===== src/rtl/fsmc_pkg.sv =====
// rtl/fsmc_pkg.sv - shared types and constants for the multiplexed FSMC bus master
package fsmc_pkg;

    localparam int FSMC_ADDR_W = 19;
    localparam int FSMC_DATA_W = 16;
    localparam int TIMER_W     = 8;

    localparam int DEF_ADDSET  = 2;
    localparam int DEF_ADDHLD  = 1;
    localparam int DEF_DATAST  = 4;
    localparam int DEF_BUSTURN = 1;

    typedef enum logic [2:0] {
        ST_IDLE  = 3'd0,
        ST_ADDR  = 3'd1,
        ST_AHOLD = 3'd2,
        ST_DATA  = 3'd3,
        ST_DHOLD = 3'd4,
        ST_TURN  = 3'd5
    } fsmc_state_e;

    // A phase of N cycles loads N-1 so the terminal count lands on its last cycle.
    function automatic logic [TIMER_W-1:0] phase_load(input int cycles);
        return TIMER_W'(cycles - 1);
    endfunction

endpackage


===== src/rtl/fsmc_phase_timer.sv =====
// rtl/fsmc_phase_timer.sv - loadable down-counter timing every bus phase
module fsmc_phase_timer
    import fsmc_pkg::*;
(
    input  logic               clk,
    input  logic               rst_n,
    input  logic               load_i,
    input  logic [TIMER_W-1:0] load_val_i,
    output logic               tc_o
);

    logic [TIMER_W-1:0] cnt_q;
    logic [TIMER_W-1:0] cnt_d;

    // Load wins; otherwise count down and park at zero.
    always_comb begin
        cnt_d = cnt_q;
        if (load_i) begin
            cnt_d = load_val_i;
        end else if (cnt_q != '0) begin
            cnt_d = cnt_q - 1'b1;
        end
    end

    // Counter register.
    always_ff @(posedge clk or negedge rst_n) begin
        if (!rst_n) begin
            cnt_q <= '0;
        end else begin
            cnt_q <= cnt_d;
        end
    end

    assign tc_o = (cnt_q == '0);

endmodule


===== src/rtl/fsmc_mux_master.sv =====
// rtl/fsmc_mux_master.sv - single-access master for an address/data multiplexed FSMC bus
module fsmc_mux_master
    import fsmc_pkg::*;
#(
    parameter int ADDSET  = DEF_ADDSET,
    parameter int ADDHLD  = DEF_ADDHLD,
    parameter int DATAST  = DEF_DATAST,
    parameter int BUSTURN = DEF_BUSTURN
) (
    input  logic                   clk,
    input  logic                   rst_n,
    input  logic                   req_i,
    input  logic                   wr_i,
    input  logic [FSMC_ADDR_W-1:0] addr_i,
    input  logic [FSMC_DATA_W-1:0] wdata_i,
    output logic                   busy_o,
    output logic                   done_o,
    output logic [FSMC_DATA_W-1:0] rdata_o,
    output logic                   ne_o,
    output logic                   nadv_o,
    output logic                   noe_o,
    output logic                   nwe_o,
    output logic [2:0]             a_hi_o,
    output logic [FSMC_DATA_W-1:0] ad_out_o,
    output logic                   ad_oe_o,
    input  logic [FSMC_DATA_W-1:0] ad_in_i
);

    fsmc_state_e state_q, state_d;

    logic                   wr_q, wr_d;
    logic [FSMC_ADDR_W-1:0] addr_q, addr_d;
    logic [FSMC_DATA_W-1:0] wdata_q, wdata_d;
    logic [FSMC_DATA_W-1:0] rdata_q, rdata_d;

    logic                   ne_q, ne_d;
    logic                   nadv_q, nadv_d;
    logic                   noe_q, noe_d;
    logic                   nwe_q, nwe_d;
    logic [2:0]             a_hi_q, a_hi_d;
    logic [FSMC_DATA_W-1:0] ad_out_q, ad_out_d;
    logic                   ad_oe_q, ad_oe_d;
    logic                   busy_q, busy_d;
    logic                   done_q, done_d;

    logic                   tmr_load;
    logic [TIMER_W-1:0]     tmr_val;
    logic                   tmr_tc;

    fsmc_phase_timer u_timer (
        .clk        (clk),
        .rst_n      (rst_n),
        .load_i     (tmr_load),
        .load_val_i (tmr_val),
        .tc_o       (tmr_tc)
    );

    // Next state, request capture, phase timer reloads and read data capture.
    always_comb begin
        state_d  = state_q;
        wr_d     = wr_q;
        addr_d   = addr_q;
        wdata_d  = wdata_q;
        rdata_d  = rdata_q;
        tmr_load = 1'b0;
        tmr_val  = '0;
        unique case (state_q)
            ST_IDLE: begin
                if (req_i) begin
                    state_d  = ST_ADDR;
                    wr_d     = wr_i;
                    addr_d   = addr_i;
                    wdata_d  = wdata_i;
                    tmr_load = 1'b1;
                    tmr_val  = phase_load(ADDSET);
                end
            end
            ST_ADDR: begin
                if (tmr_tc) begin
                    state_d  = ST_AHOLD;
                    tmr_load = 1'b1;
                    tmr_val  = phase_load(ADDHLD);
                end
            end
            ST_AHOLD: begin
                if (tmr_tc) begin
                    state_d  = ST_DATA;
                    tmr_load = 1'b1;
                    tmr_val  = phase_load(DATAST);
                end
            end
            ST_DATA: begin
                if (tmr_tc) begin
                    state_d = ST_DHOLD;
                    // Sample the bus on the edge closing the strobe window.
                    if (!wr_q) begin
                        rdata_d = ad_in_i;
                    end
                end
            end
            ST_DHOLD: begin
                state_d  = ST_TURN;
                tmr_load = 1'b1;
                tmr_val  = phase_load(BUSTURN);
            end
            ST_TURN: begin
                if (tmr_tc) begin
                    state_d = ST_IDLE;
                end
            end
            default: begin
                state_d = ST_IDLE;
            end
        endcase
    end

    // Pin values decoded from the upcoming state so every pin leaves a flop.
    always_comb begin
        ne_d     = 1'b1;
        nadv_d   = 1'b1;
        noe_d    = 1'b1;
        nwe_d    = 1'b1;
        ad_oe_d  = 1'b0;
        ad_out_d = ad_out_q;
        a_hi_d   = a_hi_q;
        busy_d   = (state_d != ST_IDLE);
        done_d   = (state_d == ST_TURN) && (state_q == ST_DHOLD);
        unique case (state_d)
            ST_ADDR: begin
                ne_d     = 1'b0;
                nadv_d   = 1'b0;
                ad_oe_d  = 1'b1;
                ad_out_d = addr_d[FSMC_DATA_W-1:0];
                a_hi_d   = addr_d[FSMC_ADDR_W-1:FSMC_DATA_W];
            end
            ST_AHOLD: begin
                ne_d     = 1'b0;
                ad_oe_d  = 1'b1;
                ad_out_d = addr_d[FSMC_DATA_W-1:0];
            end
            ST_DATA: begin
                ne_d = 1'b0;
                if (wr_d) begin
                    nwe_d    = 1'b0;
                    ad_oe_d  = 1'b1;
                    ad_out_d = wdata_d;
                end else begin
                    noe_d = 1'b0;
                end
            end
            ST_DHOLD: begin
                ne_d = 1'b0;
                if (wr_d) begin
                    ad_oe_d  = 1'b1;
                    ad_out_d = wdata_d;
                end
            end
            default: begin
            end
        endcase
    end

    // State, captured request and registered pin outputs.
    always_ff @(posedge clk or negedge rst_n) begin
        if (!rst_n) begin
            state_q  <= ST_IDLE;
            wr_q     <= 1'b0;
            addr_q   <= '0;
            wdata_q  <= '0;
            rdata_q  <= '0;
            ne_q     <= 1'b1;
            nadv_q   <= 1'b1;
            noe_q    <= 1'b1;
            nwe_q    <= 1'b1;
            a_hi_q   <= '0;
            ad_out_q <= '0;
            ad_oe_q  <= 1'b0;
            busy_q   <= 1'b0;
            done_q   <= 1'b0;
        end else begin
            state_q  <= state_d;
            wr_q     <= wr_d;
            addr_q   <= addr_d;
            wdata_q  <= wdata_d;
            rdata_q  <= rdata_d;
            ne_q     <= ne_d;
            nadv_q   <= nadv_d;
            noe_q    <= noe_d;
            nwe_q    <= nwe_d;
            a_hi_q   <= a_hi_d;
            ad_out_q <= ad_out_d;
            ad_oe_q  <= ad_oe_d;
            busy_q   <= busy_d;
            done_q   <= done_d;
        end
    end

    assign busy_o   = busy_q;
    assign done_o   = done_q;
    assign rdata_o  = rdata_q;
    assign ne_o     = ne_q;
    assign nadv_o   = nadv_q;
    assign noe_o    = noe_q;
    assign nwe_o    = nwe_q;
    assign a_hi_o   = a_hi_q;
    assign ad_out_o = ad_out_q;
    assign ad_oe_o  = ad_oe_q;

endmodule


===== config.mk =====
export PLATFORM = sky130hd
export DESIGN_NAME = fsmc_mux_master
export DESIGN_NICKNAME = d
export VERILOG_FILES = /design/src/rtl/fsmc_pkg.sv /design/src/rtl/fsmc_phase_timer.sv /design/src/rtl/fsmc_mux_master.sv
export SDC_FILE = /design/constraint.sdc
export NUM_CORES = 1
export LEC_CHECK = 0
export CAP_MARGIN = 20
export CELL_PAD_IN_SITES_DETAIL_PLACEMENT = 2
export CELL_PAD_IN_SITES_GLOBAL_PLACEMENT = 2
export CORE_MARGIN = 2
export CORE_UTILIZATION = 33
export CTS_BUF_LIST = sky130_fd_sc_hd__clkbuf_16
export DETAILED_ROUTE_END_ITERATION = 12
export GPL_ROUTABILITY_DRIVEN = 0
export PLACE_DENSITY_LB_ADDON = 0.05
export SLEW_MARGIN = 15
export SYNTH_ARGS = -nofsm -noshare
export SYNTH_HDL_FRONTEND = slang
export SYNTH_HIERARCHICAL = 1
export SYNTH_SLANG_ARGS = --single-unit
export TNS_END_PERCENT = 10

===== constraint.sdc =====
create_clock -name clk -period 3.2 [get_ports clk]
set_input_delay 0.64 -clock clk [delete_from_list [all_inputs] [get_ports clk]]
set_output_delay 0.64 -clock clk [all_outputs]
set_load 0.005 [all_outputs]

==> results.yml <==
run_status:
  status: "completed"
floorplan:
  die_y_um: 112
  core_mm2: 0.0114
  start_util_pct: 33.9
  die_x_um: 112
  io-pin-count: 97
  fp.dieArea_mm2: 0.0126
  rows: 39
cts:
  cts_resized: 0
  cts.sinks: 89
  cts_post_setup_buffers_inserted: 0
  cts_hold_buffers: 0
  cts_made_buffers: 9
  clock_path_buffers: 2
  cts_htree_levels: 3
  cts_tree: "done"
  insertion_delay_ps: 350
  clockRootBuffer: "clkbuf_16"
  clkSlewWorstSetupHoldPaths_ps: 60
yosys:
  ys_types: 46
  synth_edf_count: 0
  ys_seq_area_share_pct: 57.6
  synthesis.area_mm2: 0.00388
  synth.avg_cell_area_um2: 13.9
  ys.flop_type: "dfrtp_1"
  synthAdderAreaFrac_pct: 0.323
  synth_compound_area_share_pct: 3.68
  synth-seq-cells: 89
  ys.warnings.count: 6
  synth_xor_area_share_pct: 0.904
  synthMuxAreaShare_pct: 25.7
  synth_cells: 279
  synthSimpleGateAreaFrac_pct: 7.49
  synth_top_family_by_area: "multiplexers"
  async_flop_share_pct: 100
timing:
  fmax_ghz: 0.357
  slew_violations: 0
  setup_tns_ps: 0
  tightest_slew_ps: 818
  rsz0062_at_grt: "no"
  relSlewSlack_pct: 45.0
  fin_crit_ps: 2800
  period_share_pct: 87.6
  skew_ps: 5.19
  setup_viol: 0
  finalHoldViolCount: 0
cells_and_area:
  syn_to_final_growth_pct: 36.8
  final_layout_size_suffix_gt1_share_pct: 18.2
  antennaDiodeCount: 0
  fin_nets: 442
global_routing:
  first_global_vias: 3006
  grt_pass1_wl_um: 15900
  antenna_found_initial: 0
  grtUsageTotal_pct: 16.3
  grt-ovfl-total: 0
  grt_max_degree: 52
place:
  hpwl_um: 6470
  port_buffers: 96
flow_run:
  drv_cap: 0
drt:
  drc_errors: 0
  drtPass1Iterations: 4
  drt_iter0_drc: 63
  viasPerCell: 4.86
  wl_met1_um: 3910
  drt-wirelength-per-cell_um: 17.5
  met3_length_um: 440
  wl_um: 9350
  wl_met2_um: 4790
  vias: 2595
  ant_nets: 0
  top_layer: "met4"
setup_path:
  crit_path_max_fanout: 9
  end_kind: "flop"
  crit_required_ps: 3430
  criticalPathCategory: "flop to flop"
  critPathLaunchType: "flop"
  cp.arrival_ps: 3030
power_and_ir_drop:
  cellPowerDensity_mw_per_mm2: 858
  power.leakage_nw: 2.34
  ir_drop_uv: 420
  finalPower_mw: 4.55
min_path:
  worstHoldPathType: "primary input to async pin"
==> registers in the layout, indices dropped and copies added, names as in the netlist <==
name           count
noe_o              1
nadv_o             1
ne_o               1
busy_o             1
done_o             1
nwe_o              1
wr_q               1
rdata_o           16
wdata_q           16
u_timer/cnt_q      8
state_q            3
addr_q            19
ad_oe_o            1
ad_out_o          16
a_hi_o             3
==> per-stage QoR <==
| stage | utilization [%] | setup slack (ps) | hold WS [ps] | instance area, um^2 | instances |
|---|---|---|---|---|---|
| 3_5_place_dp | 44.0 | 388 | 470 | 5020 | 518 |
| 2_1_floorplan | - | 582 | 344 | 3890 | 284 |
| 5_1_grt | 46.4 | 193 | 310 | 5300 | 534 |
| 4_1_cts | 46.4 | 360 | 292 | 5300 | 534 |
| 6_report | 46.4 | 398 | 276 | 5300 | 534 |
| 3_3_place_gp | 44.0 | 439 | 462 | 5020 | 518 |
==> worst max-delay path, stage by stage, from the launching register on <==
cell	delay (ps)
dfrtp_1	420
inv_1	90
ha_1	230
or3b_1	490
nor2_1	140
buf_4	180
nor2_1	80
nor2_2	410
mux2_2	400
mux2_4	260
==> report_power, final <==
group          internal, mW  switching [mW]  total [mW]  leakage, nW
Clock                 0.590           0.430        1.02        0.144
Sequential             1.60           0.271        1.87         1.09
Combinational         0.996           0.658        1.65         1.11
Total                  3.19            1.36        4.55         2.34
==> final cells by class <==
class	instances	area, um^2
inverters	15	56.3
clock inverters	7	53.8
well taps	143	179
clock buffers	9	225
fillers	1143	6120
flip-flops and latches	89	2230
multi-input cells	167	1510
repair buffers	104	1040
==> layer usage <==
layer,global-route usage [%],vias to the layer above
li1,-,1189
met1,19.5,1337
met2,27.3,56
met3,4.16,13
met4,7.80,0
met5,0,-
==> path summary, 6_finish.rpt <==
path	start	endpoint	slack, ps	cells after the start
worst max register to register	u_timer/cnt_q[0]	ad_out_o[14]	400	9
worst max-delay path	u_timer/cnt_q[0]	ad_out_o[14]	400	9
min in group clk	addr_q[16]	addr_q[16]	480	1
worst min register to register	addr_q[16]	addr_q[16]	480	1
max in group asynchronous	rst_n	ne_o	2220	2
worst min-delay path	rst_n	rdata_o[10]	280	1
==> cells in the mapped netlist, types with 2 or more instances <==
cell type  number  area share [%]
mux2_2         29             8.4
xnor2_1         2            0.45
nand3b_1        3            0.58
nand2b_1        3            0.48
mux2i_1        22             5.7
buf_6           3            0.87
a221oi_1        2            0.45
or4_1           2            0.39
nor4_1          2            0.32
nor3b_1         2            0.39
xor2_1          2            0.45
buf_8           2            0.77
nor2_1         11             1.1
buf_2           5            0.65
dfstp_2         4             2.7
mux2_4         12             4.6
o21ai_0         4            0.52
nand3_1         2            0.26
nor3_1          5            0.65
or3_1           3            0.48
nand2_1         7            0.68
inv_1          15             1.5
a21oi_1         4            0.52
dfrtp_1        85              55
o31ai_1         4            0.77
mux2_1         24             7.0
==> cell usage in the layout, fill, tap and decap left out, drive strengths merged, types with 5 or more instances in the layout <==
cell type and n:
nand2 7, clkbuf 9, mux2 65, nor3 5
buf 9, inv 17, nor2 12, clkdlybuf4s50 95
conb 6, mux2i 22, dfrtp 85
==> cells by family (layout without fill, tap and decap cells) <==
logic type	Yosys count	in the layout
compound gates	21	21
xor+xnor	4	4
fa+ha+maj	1	1
buf+inv	28	135
flops	89	89
mux	87	87
other cells	1	6
simple gates	48	48
Note: power is estimated with default switching activity, not from simulation.
